## src/rtl/imem_fetch_if.sv

```systemverilog
// Fetch-side bus bundle: instruction memory read port, redirect input and the
// valid/ready instruction stream toward decode.
interface imem_fetch_if;
    logic        mem_req_o;
    logic [31:0] mem_addr_o;
    logic [31:0] mem_instr_i;
    logic        redirect_i;
    logic [31:0] redirect_pc_i;
    logic        valid_o;
    logic        ready_i;
    logic [31:0] pc_o;
    logic [31:0] instr_o;
    logic        busy_o;

    modport master (
        output mem_req_o, mem_addr_o, valid_o, pc_o, instr_o, busy_o,
        input  mem_instr_i, redirect_i, redirect_pc_i, ready_i
    );

    modport slave (
        input  mem_req_o, mem_addr_o, valid_o, pc_o, instr_o, busy_o,
        output mem_instr_i, redirect_i, redirect_pc_i, ready_i
    );
endinterface

```

## src/rtl/imem_fetch_ctrl.sv

```systemverilog
// Instruction fetch sequencer: PC ownership, boot delay, one-deep memory
// pipeline, 2-entry output FIFO and redirect flushing.
module imem_fetch_ctrl #(
    parameter logic [31:0] RESET_PC    = 32'h0000_0000,
    parameter logic [31:0] PC_STEP     = 32'd1,
    parameter int unsigned BOOT_CYCLES = 2,
    parameter int unsigned FIFO_DEPTH  = 2
) (
    input  logic         clk_i,
    input  logic         reset_i,
    imem_fetch_if.master bus
);

    typedef enum logic {ST_BOOT, ST_RUN} state_e;

    state_e      state_q;
    logic [3:0]  boot_cnt_q;
    logic [31:0] pc_q;
    logic        inflight_q;
    logic [31:0] inflight_pc_q;
    logic [1:0]  occ_q;
    logic [1:0]  occ_d;
    logic [31:0] last_pc_q;
    logic [31:0] last_instr_q;
    logic [31:0] ent_pc_q    [2];
    logic [31:0] ent_instr_q [2];

    logic        run;
    logic        pop;
    logic        push;
    logic        req;
    logic [2:0]  credit;
    logic [1:0]  keep;

    assign run    = (state_q == ST_RUN);
    assign pop    = bus.valid_o & bus.ready_i;
    assign push   = inflight_q & ~bus.redirect_i;
    assign keep   = occ_q - {1'b0, pop};
    // Slots committed after this cycle's pop; a request is only issued when
    // its response is guaranteed a free entry.
    assign credit = {1'b0, occ_q} + {2'b00, inflight_q} - {2'b00, pop};
    assign req    = run & ~bus.redirect_i & (credit < 3'(FIFO_DEPTH));

    assign bus.mem_req_o  = req;
    assign bus.mem_addr_o = pc_q;
    assign bus.busy_o     = ~run;
    assign bus.valid_o    = (occ_q != 2'd0);
    assign bus.pc_o       = bus.valid_o ? ent_pc_q[0]    : last_pc_q;
    assign bus.instr_o    = bus.valid_o ? ent_instr_q[0] : last_instr_q;

    always_comb begin
        occ_d = occ_q;
        if (bus.redirect_i) begin
            occ_d = 2'd0;
        end else begin
            occ_d = keep + {1'b0, push};
        end
    end

    always_ff @(posedge clk_i or negedge reset_i) begin
        if (!reset_i) begin
            state_q       <= ST_BOOT;
            boot_cnt_q    <= 4'd0;
            pc_q          <= RESET_PC;
            inflight_q    <= 1'b0;
            inflight_pc_q <= RESET_PC;
            occ_q         <= 2'd0;
            last_pc_q     <= 32'h0;
            last_instr_q  <= 32'h0;
        end else begin
            case (state_q)
                ST_BOOT: begin
                    if (boot_cnt_q == 4'(BOOT_CYCLES - 1)) begin
                        state_q <= ST_RUN;
                    end else begin
                        boot_cnt_q <= boot_cnt_q + 4'd1;
                    end
                end
                ST_RUN:  state_q <= ST_RUN;
                default: state_q <= ST_BOOT;
            endcase

            if (bus.redirect_i) begin
                pc_q <= bus.redirect_pc_i;
            end else if (req) begin
                pc_q <= pc_q + PC_STEP;
            end

            inflight_q <= req;
            if (req) begin
                inflight_pc_q <= pc_q;
            end

            occ_q <= occ_d;
            if (pop) begin
                last_pc_q    <= ent_pc_q[0];
                last_instr_q <= ent_instr_q[0];
            end
        end
    end

    // NOTE: FIFO payload needs no reset; occ_q alone decides which entries are live.
    always_ff @(posedge clk_i) begin
        if (pop) begin
            ent_pc_q[0]    <= ent_pc_q[1];
            ent_instr_q[0] <= ent_instr_q[1];
        end
        if (push) begin
            ent_pc_q[keep[0]]    <= inflight_pc_q;
            ent_instr_q[keep[0]] <= bus.mem_instr_i;
        end
    end

endmodule

```

## src/flat_wrapper.sv

```systemverilog
// flat-port wrapper written by rule: the top's interface ports become plain ports
module imem_fetch_ctrl_flat 
#(
    parameter logic [31:0] RESET_PC    = 32'h0000_0000,
    parameter logic [31:0] PC_STEP     = 32'd1,
    parameter int unsigned BOOT_CYCLES = 2,
    parameter int unsigned FIFO_DEPTH  = 2
)
  (clk_i, reset_i, bus_mem_req_o, bus_mem_addr_o, bus_valid_o, bus_pc_o, bus_instr_o, bus_busy_o, bus_mem_instr_i, bus_redirect_i, bus_redirect_pc_i, bus_ready_i);
  imem_fetch_if bus_i ();
  input  logic clk_i;
  input  logic reset_i;
  output wire logic [$bits(bus_i.mem_req_o)-1:0] bus_mem_req_o;
  output wire logic [$bits(bus_i.mem_addr_o)-1:0] bus_mem_addr_o;
  output wire logic [$bits(bus_i.valid_o)-1:0] bus_valid_o;
  output wire logic [$bits(bus_i.pc_o)-1:0] bus_pc_o;
  output wire logic [$bits(bus_i.instr_o)-1:0] bus_instr_o;
  output wire logic [$bits(bus_i.busy_o)-1:0] bus_busy_o;
  input wire logic [$bits(bus_i.mem_instr_i)-1:0] bus_mem_instr_i;
  input wire logic [$bits(bus_i.redirect_i)-1:0] bus_redirect_i;
  input wire logic [$bits(bus_i.redirect_pc_i)-1:0] bus_redirect_pc_i;
  input wire logic [$bits(bus_i.ready_i)-1:0] bus_ready_i;
  assign bus_mem_req_o = bus_i.mem_req_o;
  assign bus_mem_addr_o = bus_i.mem_addr_o;
  assign bus_valid_o = bus_i.valid_o;
  assign bus_pc_o = bus_i.pc_o;
  assign bus_instr_o = bus_i.instr_o;
  assign bus_busy_o = bus_i.busy_o;
  assign bus_i.mem_instr_i = bus_mem_instr_i;
  assign bus_i.redirect_i = bus_redirect_i;
  assign bus_i.redirect_pc_i = bus_redirect_pc_i;
  assign bus_i.ready_i = bus_ready_i;
  imem_fetch_ctrl #(.RESET_PC(RESET_PC), .PC_STEP(PC_STEP), .BOOT_CYCLES(BOOT_CYCLES), .FIFO_DEPTH(FIFO_DEPTH)) u_core (.clk_i(clk_i), .reset_i(reset_i), .bus(bus_i));
endmodule
```

## config.mk

```make
export PLATFORM = sky130hd
export DESIGN_NAME = imem_fetch_ctrl_flat
export DESIGN_NICKNAME = d
export VERILOG_FILES = /design/src/rtl/imem_fetch_if.sv /design/src/rtl/imem_fetch_ctrl.sv /design/src/flat_wrapper.sv
export SDC_FILE = /design/constraint.sdc
export NUM_CORES = 1
export LEC_CHECK = 0
export CAP_MARGIN = 5
export CORE_MARGIN = 4
export CORE_UTILIZATION = 25
export DETAILED_ROUTE_END_ITERATION = 8
export SLEW_MARGIN = 20
export SYNTH_ARGS = -nofsm -noshare
export SYNTH_HDL_FRONTEND = slang
export SYNTH_SLANG_ARGS = --single-unit
```

## constraint.sdc

```tcl
create_clock -name clk_i -period 4.4 [get_ports clk_i]
set_input_delay 0.88 -clock clk_i [delete_from_list [all_inputs] [get_ports clk_i]]
set_output_delay 0.88 -clock clk_i [all_outputs]
set_load 0.05 [all_outputs]
```

==> impl_metrics.env <==
export IMPL_status="complete, no violations"
export IMPL_cts_root_buf="clkbuf_16"
export IMPL_worst_pin_slew_ns=1.003
export IMPL_overflow=0
export IMPL_finalCritPeriodShare_pct=91.92
export IMPL_r2r_end="u_core.bus.mem_addr_o[10]$_DFFE_PN0P_"
export IMPL_m1WireLength_um=13350
export IMPL_clk_pin_slew_ns=0.06
export IMPL_cts_setup_buffers=0
export IMPL_min_period_ns=4.045
export IMPL_post_route_drc_count=0
export IMPL_synthCells=800
export IMPL_ys_ff_latch=264
export IMPL_cts_tree="yes"
export IMPL_synth_avg_cell_area_um2=14.12
export IMPL_synth_area_leaders="edfxtp_1, dfrtp_1, mux2_2"
export IMPL_power_switching_uw=5550
export IMPL_die_y_um=220.6
export IMPL_synth_edff_count=128
export IMPL_crit_start="u_core.occ_q[1]$_DFF_PN0_"
export IMPL_maxSlewViolCount=0
export IMPL_tns_ns=0
export IMPL_synthArstFlopShare_pct=51.52
export IMPL_critPathRequiredTime_ns=3.52
export IMPL_max_freq_mhz=247.2
export IMPL_wl_met2_um=13230
export IMPL_gp_congestion=0.7837
export IMPL_grt_setup_unrepaired="no"
export IMPL_rrSetupSlack_ns=1.13
export IMPL_synth_largest_area_cell="edfxtp_1"
export IMPL_worstRegToRegCells=11
export IMPL_crit_path_max_fanout=64
export IMPL_synthTopCellsByCount="mux2_2, dfrtp_1, edfxtp_1"
export IMPL_antenna_found_initial=0
export IMPL_post_place_ws_ns=0.2711
export IMPL_synth_ff_type="dfrtp_1"
export IMPL_syn_area_mm2=0.01130
export IMPL_routed_top_layer="met4"
export IMPL_fill_cells=4353
export IMPL_cp_start_kind="flop"
export IMPL_first_pass_iters=5
export IMPL_drive_gt1_share_pct=27.10
export IMPL_skew_ns=0.02204
export IMPL_insertedDiodeCount=0
export IMPL_crit_type="reg -> out"
export IMPL_yosysMostFrequentCell="mux2_2"
export IMPL_p_clk_share_pct=18.9
export IMPL_cts_htree_levels=1
export IMPL_core_area_mm2=0.04441
export IMPL_synth_top_area_share_pct=34.02
export IMPL_cts_buffers=30
export IMPL_grt_pass1_wl_um=45000
export IMPL_max_clock_path_buffers=3
export IMPL_die_w_um=220.6
export IMPL_p_leak_uw=0.005633
export IMPL_synth_seq_area_share_pct=64.14
export IMPL_hpwl_um=19820
export IMPL_totalWireLength_um=29220
export IMPL_cp_end_kind="output pin"
export IMPL_hold_viol=0
export IMPL_ys_warn_count=0
export IMPL_portBuffers=166
export IMPL_synthToLayoutAreaGrowth_pct=30.54
export IMPL_instances_no_fill=1592
export IMPL_numPlacedInstances=1536
export IMPL_dieArea_mm2=0.04866
export IMPL_postCtsHoldBufs=0
export IMPL_avgRoutedWirePerCell_um=18.35
export IMPL_layout_nets=1051
export IMPL_clock_latency_ns=0.58
export IMPL_slew_headroom_pct=33.14
export IMPL_final_core_util_pct=33.21
export IMPL_hold_class="in -> async"
export IMPL_drtIter0Drc=494
export IMPL_powerDensity_mw_per_mm2=880.7
export IMPL_worst_slack_ns=0.3553
export IMPL_reg2reg_from="u_core.occ_q[1]$_DFF_PN0_"
export IMPL_grtUsageTotal_pct=11.87
export IMPL_cts_sinks=264
export IMPL_grt_max_degree=86
export IMPL_swShare_pct=42.73
export IMPL_cts_resized=0
export IMPL_p_int_uw=7440
export IMPL_cap_violations=0
export IMPL_wl_met3_um=2150
export IMPL_placementRows=77
export IMPL_num_vias=7185
export IMPL_combPwrFrac_pct=48.9
export IMPL_vias_per_cell=4.513
export IMPL_ir_drop_uv=512.4
export IMPL_crit_arrival_ns=3.16
export IMPL_synthDistinctLibCells=51
export IMPL_initial_core_util_pct=25.44
export IMPL_first_global_vias=7325
export IMPL_setup_viol=0
export IMPL_pin_count=167
export IMPL_syn_nets=875
export IMPL_seq_power_share_pct=32.2
export IMPL_ant_nets=0
-- cell type report --
class                      count  area, um^2  area share [%]
clock inverter                11       108.9          0.7380
clock buffer                  45       878.3           5.955
multi-input combinational    483        3874           26.26
inverter                      15       57.56          0.3902
timing repair buffer         182        1843           12.50
sequential                   264        7247           49.13
tap                          592       740.7           5.022
-- metal layers --
metal  vias to the layer above  GRT usage [%]
met5                         -              0
met4                         0          2.663
met3                        31          3.007
met2                       239          18.56
met1                      3615          16.70
li1                       3300              -
-- critical path, cell delays in order, from the launching register on --
cell,delay (ns)
dfrtp_1,0.46
nor2_4,0.14
buf_4,0.78
mux2_2,0.31
clkdlybuf4s50_1,0.87
-- placed cells by master (no fill, tap or decap), types with 7 or more instances in the layout --
cell type / netlist / layout
mux2_2: 192 / 192
clkdlybuf4s50_1: 0 / 164
dfrtp_1: 136 / 136
edfxtp_1: 128 / 128
nand2_1: 116 / 115
clkbuf_16: 0 / 31
nand3_1: 20 / 20
o21ai_0: 19 / 19
nor2_1: 17 / 16
inv_1: 14 / 14
nand4_1: 12 / 12
buf_4: 2 / 12
o211ai_1: 9 / 9
o311ai_0: 9 / 9
clkbuf_1: 27 / 9
a21oi_1: 8 / 8
and3_1: 8 / 8
a221o_1: 7 / 7
-- worst max-delay path by stage --
stage	to	depth (start not counted)	slack, ns
5_1_grt	bus_pc_o[5]	4	0.17
3_3_place_gp	u_core.bus.mem_addr_o[14]$_DFFE_PN0P_	10	0.33
3_5_place_dp	u_core.bus.mem_addr_o[10]$_DFFE_PN0P_	10	0.27
2_1_floorplan	u_core.occ_q[1]$_DFF_PN0_	10	0.28
4_1_cts	bus_pc_o[3]	4	0.25
6_report	bus_pc_o[2]	4	0.36
-- through the flow --
step / cell area (um^2) / total power [uW] / hold WS (ns)
after floorplan: 11300 / 8464 / 0.4410
after global placement: 13760 / 10610 / 0.4604
after detailed placement: 13760 / 10690 / 0.4657
after CTS: 14750 / 13240 / 0.3686
after global routing: 14750 / 13760 / 0.3888
final: 14750 / 12990 / 0.3261
-- cells by family (layout without fill, tap and decap cells) --
group	count (synthesis)	in the layout	synth area share, %
muxes	195	195	19.40
AOI/OAI and AO/OA	66	66	4.131
adders and majority gates	7	7	0.8416
buffers and inverters	53	253	1.993
and+or+nand+nor	207	207	8.871
DFF	264	264	64.14
xor gates and xnor gates	8	8	0.6201
-- power by group through the flow --
stage	registers, uW	clock network (uW)	logic [uW]
2_1_floorplan	4360	0	4100
3_3_place_gp	4180	0	6430
3_5_place_dp	4230	0	6460
4_1_cts	4180	2560	6500
5_1_grt	4310	2650	6800
6_report	4180	2450	6360
-- state kept, by name, indices dropped and copies added (netlist names) --
signal and count:
u_core.last_pc_q 32, u_core.inflight_pc_q 32, u_core.ent_pc_q 64, u_core.occ_q 2
u_core.ent_instr_q 64, u_core.boot_cnt_q 4, u_core.bus.mem_addr_o 32, u_core.run 1
u_core.last_instr_q 32, u_core.inflight_q 1
Note: power is estimated with default switching activity, not from simulation.
